--- config.mk ---
export PLATFORM = sky130hd
export DESIGN_NAME = ex_mem_skid_reg
export DESIGN_NICKNAME = d
export VERILOG_FILES = /design/src/rtl/ex_mem_skid_reg.sv
export SDC_FILE = /design/constraint.sdc
export NUM_CORES = 1
export LEC_CHECK = 0
export CAP_MARGIN = 20
export CORE_MARGIN = 1.5
export CORE_UTILIZATION = 30
export CTS_CLUSTER_SIZE = 20
export DETAILED_ROUTE_END_ITERATION = 16
export PLACE_DENSITY_LB_ADDON = 0.25
export SETUP_SLACK_MARGIN = 0.05
export SYNTH_ARGS = -nofsm -noshare
export SYNTH_HDL_FRONTEND = slang
export SYNTH_SLANG_ARGS = --single-unit
export TNS_END_PERCENT = 30
--- constraint.sdc ---
create_clock -name clk_i -period 7.2 [get_ports clk_i]
set_input_delay 1.44 -clock clk_i [delete_from_list [all_inputs] [get_ports clk_i]]
set_output_delay 1.44 -clock clk_i [all_outputs]
set_load 0.01 [all_outputs]
--- src/rtl/ex_mem_skid_reg.sv ---
// EX/MEM pipeline register with valid/ready handshake and a two-entry skid buffer.
// Ready/valid are decoded from registered state only, so MEM stalls never reach EX combinationally.
module ex_mem_skid_reg #(
    parameter int DATA_W     = 32,
    parameter int REG_ADDR_W = 5
) (
    input  logic                  clk_i,
    input  logic                  rst_i,
    input  logic                  flush_i,
    input  logic                  valid_i,
    output logic                  ready_o,
    input  logic                  RegWrite_i,
    input  logic                  MemToReg_i,
    input  logic                  MemRead_i,
    input  logic                  MemWrite_i,
    input  logic [DATA_W-1:0]     ALUresult_i,
    input  logic [DATA_W-1:0]     Readdata2_i,
    input  logic [REG_ADDR_W-1:0] RdAddr_i,
    output logic                  valid_o,
    input  logic                  ready_i,
    output logic                  RegWrite_o,
    output logic                  MemToReg_o,
    output logic                  MemRead_o,
    output logic                  MemWrite_o,
    output logic [DATA_W-1:0]     ALUresult_o,
    output logic [DATA_W-1:0]     Readdata2_o,
    output logic [REG_ADDR_W-1:0] RdAddr_o,
    output logic [1:0]            count_o
);

    // State encoding doubles as the occupancy count.
    typedef enum logic [1:0] {
        EMPTY = 2'd0,
        BUSY  = 2'd1,
        FULL  = 2'd2
    } state_e;

    typedef struct packed {
        logic                  reg_write;
        logic                  mem_to_reg;
        logic                  mem_read;
        logic                  mem_write;
        logic [DATA_W-1:0]     alu;
        logic [DATA_W-1:0]     rd2;
        logic [REG_ADDR_W-1:0] rd;
    } ent_t;

    state_e state_q, state_d;
    ent_t   main_q, main_d, skid_q, skid_d, in_ent;
    logic   in_xfer, out_xfer;

    function automatic ent_t clr_ctrl(input ent_t e);
        ent_t r;
        r            = e;
        r.reg_write  = 1'b0;
        r.mem_to_reg = 1'b0;
        r.mem_read   = 1'b0;
        r.mem_write  = 1'b0;
        return r;
    endfunction

    assign ready_o  = (state_q != FULL);
    assign valid_o  = (state_q != EMPTY);
    assign in_xfer  = valid_i & ready_o;
    assign out_xfer = valid_o & ready_i;

    always_comb begin
        in_ent.reg_write  = RegWrite_i;
        in_ent.mem_to_reg = MemToReg_i;
        in_ent.mem_read   = MemRead_i;
        in_ent.mem_write  = MemWrite_i;
        in_ent.alu        = ALUresult_i;
        in_ent.rd2        = Readdata2_i;
        in_ent.rd         = RdAddr_i;
    end

    always_comb begin
        state_d = state_q;
        main_d  = main_q;
        skid_d  = skid_q;
        if (flush_i) begin
            // Squash: both entries become bubbles; data fields are left as-is.
            state_d = EMPTY;
            main_d  = clr_ctrl(main_q);
            skid_d  = clr_ctrl(skid_q);
        end else begin
            case (state_q)
                EMPTY: begin
                    if (in_xfer) begin
                        main_d  = in_ent;
                        state_d = BUSY;
                    end
                end
                BUSY: begin
                    if (in_xfer && out_xfer) begin
                        main_d = in_ent;
                    end else if (in_xfer) begin
                        skid_d  = in_ent;
                        state_d = FULL;
                    end else if (out_xfer) begin
                        state_d = EMPTY;
                    end
                end
                FULL: begin
                    if (out_xfer) begin
                        main_d  = skid_q;
                        state_d = BUSY;
                    end
                end
                default: state_d = EMPTY;
            endcase
        end
    end

    always_ff @(posedge clk_i or posedge rst_i) begin
        if (rst_i) begin
            state_q <= EMPTY;
            main_q  <= '0;
            skid_q  <= '0;
        end else begin
            state_q <= state_d;
            main_q  <= main_d;
            skid_q  <= skid_d;
        end
    end

    assign RegWrite_o  = main_q.reg_write  & valid_o;
    assign MemToReg_o  = main_q.mem_to_reg & valid_o;
    assign MemRead_o   = main_q.mem_read   & valid_o;
    assign MemWrite_o  = main_q.mem_write  & valid_o;
    assign ALUresult_o = main_q.alu;
    assign Readdata2_o = main_q.rd2;
    assign RdAddr_o    = main_q.rd;
    assign count_o     = state_q;

endmodule

==> impl_metrics.ini <==
[sta]
hold_viol_final = 0
slew_viol_final = 0
period_share_pct = 49.5
fin_skew_ns = 0.00884
rsz0062_at_grt = false
max_slew_margin_pct = 45.8
worstMarginPinSlew_ns = 0.813
max_freq_mhz = 281
fin_tns_setup_ns = 0
setup_slack_ns = 3.64
period_needed_ns = 3.56
finalSetupViolCount = 0

[floorplan]
dieArea_sq_um = 24400
initial_core_util_pct = 30.8
fp.dieW_microns = 156
fp.dieH_microns = 156
rows = 55
io_pins = 155
core_area_sq_um = 22800

[pwr]
p_leak_uw = 0.00372
peakVddDrop_mv = 0.126
power_density_nw_per_um2 = 295

[synth]
ys_warn_count = 0
synth_cell_types = 26
synth.avg_cell_area_sq_um = 14.6
syn_area_sq_um = 7030
syn_nets = 561
synth_common_cells = mux2_2 (194), dfrtp_1 (148), buf_4 (69)
yosys_register_bits = 148
async_flop_share_pct = 100
yosys-top-cells-area = dfrtp_1 (53%), mux2_2 (31%), buf_4 (7.4%)
ys_seq_area_share_pct = 52.7
synth_edf_count = 0
synth_top_area_share_pct = 52.7
synth_top_area_cell = dfrtp_1
synthCells = 483
synth_ff_type = dfrtp_1
synthMostInstantiatedCell = mux2_2

[placed_design]
place_ws_ns = 2.70
place_area_sq_um = 8350
place.gp.congestion = 0.703
dpl.hpwl_microns = 9560
portBuffers = 154

[global_route]
grt_overflow = 0
grt_pass1_vias = 4462
grt_pass1_wl_microns = 23700
grt_max_degree = 88
antenna_found_initial = 0
grtUsageTotal_pct = 12.6

[worst_setup_path]
crit_fanout = 39
end_kind = output pin
slowest_delay_ns = 0.66
worstPathCellList = nand2b_4, clkdlybuf4s50_1
crit_type = reg -> out
cp_slowest_cell = clkdlybuf4s50_1
path_buf_inv = 1
arrival_ns = 2.12
cp.required_ns = 5.76
path_delay_family = buffers and inverters
cp-start-kind = register

[route]
drc = 0
vias = 3949
drt_pass1_iterations = 3
via_per_inst = 4.40
routed_wirelength_microns = 14500
postRouteAntennaNets = 0
drtIter0Drc = 132
wl_per_cell_microns = 16.2

[run]
cap_violations = 0

[clock_network]
ctsHtreeMaxLevel = 4
cts_tree = done
cts_buffers = 17
root_buffer = clkbuf_16
ctsResizeCount = 0
clockBufferDepth = 2
clock_latency_ns = 0.41
cts.clk_slew.worst_paths_ns = 0.07
cts_setup_buffers = 0
clkSinkCount = 148
cts_hold_buffers = 0

[final_layout]
layout.nets = 649
drive_above_1_share_pct = 42.6
n_antenna_cell = 0
syn_to_final_growth_pct = 28.3
final_area_sq_um = 9020
fillers = 2161

[status]
outcome = finished, final reports clean

[worst_hold_path]
min_path_type = reg -> reg
[per-layer routing]
metal,track usage [%],vias to the layer above,wire [microns]
met5,0,-,0
met4,4.17,0,163
met3,3.44,9,619
met2,22.1,87,7480
met1,14.7,2032,6280
li1,-,1821,-
[through the flow]
step	std cells	utilization, %	hold slack, ns	power [uW]
after floorplan	483	-	0.454	1540
after global placement	864	36.6	0.465	1690
after detailed placement	864	36.6	0.475	1720
after CTS	896	39.4	0.490	2710
after global routing	897	39.5	0.502	2800
final	897	39.5	0.485	2660
[flip-flops by register name, indices dropped and copies added, names as in the netlist]
register     cells
main_q           4
skid_q          73
RdAddr_o         5
ALUresult_o     32
count_o          2
Readdata2_o     32
[placed cells by master, fill, tap and decap left out, drive strengths merged, types with 2 or more instances in the layout]
master	instances
nor2b	4
buf	6
nor2	2
clkbuf	19
a22o	8
bufinv	4
mux2	211
or2	2
inv	8
clkdlybuf4s50	154
dfrtp	148
clkinv	4
[cell type report]
class,count,area (sq um),area share (%)
clock buffers,19,453,5.02
clock inverters,13,194,2.15
inverters,4,20.0,0.222
multi-input cells,240,2660,29.5
flip-flops and latches,148,3700,41.1
well taps,313,392,4.34
repair buffers,160,1600,17.7
[where the power goes]
part	switching (uW)	total (uW)	internal, uW
Combinational	194	565	371
Clock	365	970	605
Sequential	99.1	1130	1030
Total	658	2660	2010
[cell families (layout without fill, tap and decap cells)]
| group | after synthesis | in the layout | synth area share (%) |
|---|---|---|---|
| buf+inv | 95 | 196 | 9.73 |
| flops | 148 | 148 | 52.7 |
| compound gates | 14 | 14 | 1.73 |
| mux | 212 | 212 | 34.5 |
| simple gates | 14 | 14 | 1.42 |
[worst paths after layout]
kind	slack, ns	cells past startpoint	startpoint	to
worst max-delay path	3.64	2	count_o[0]	ready_o
worst min-delay path	0.48	1	skid_q[18]	skid_q[18]
worst max register to register	4.72	4	count_o[0]	Readdata2_o[2]
worst min register to register	0.48	1	skid_q[18]	skid_q[18]
max in group asynchronous	4.32	3	rst_i	skid_q[71]
min in group asynchronous	1.56	2	rst_i	skid_q[44]
Note: power is estimated with default switching activity, not from simulation.
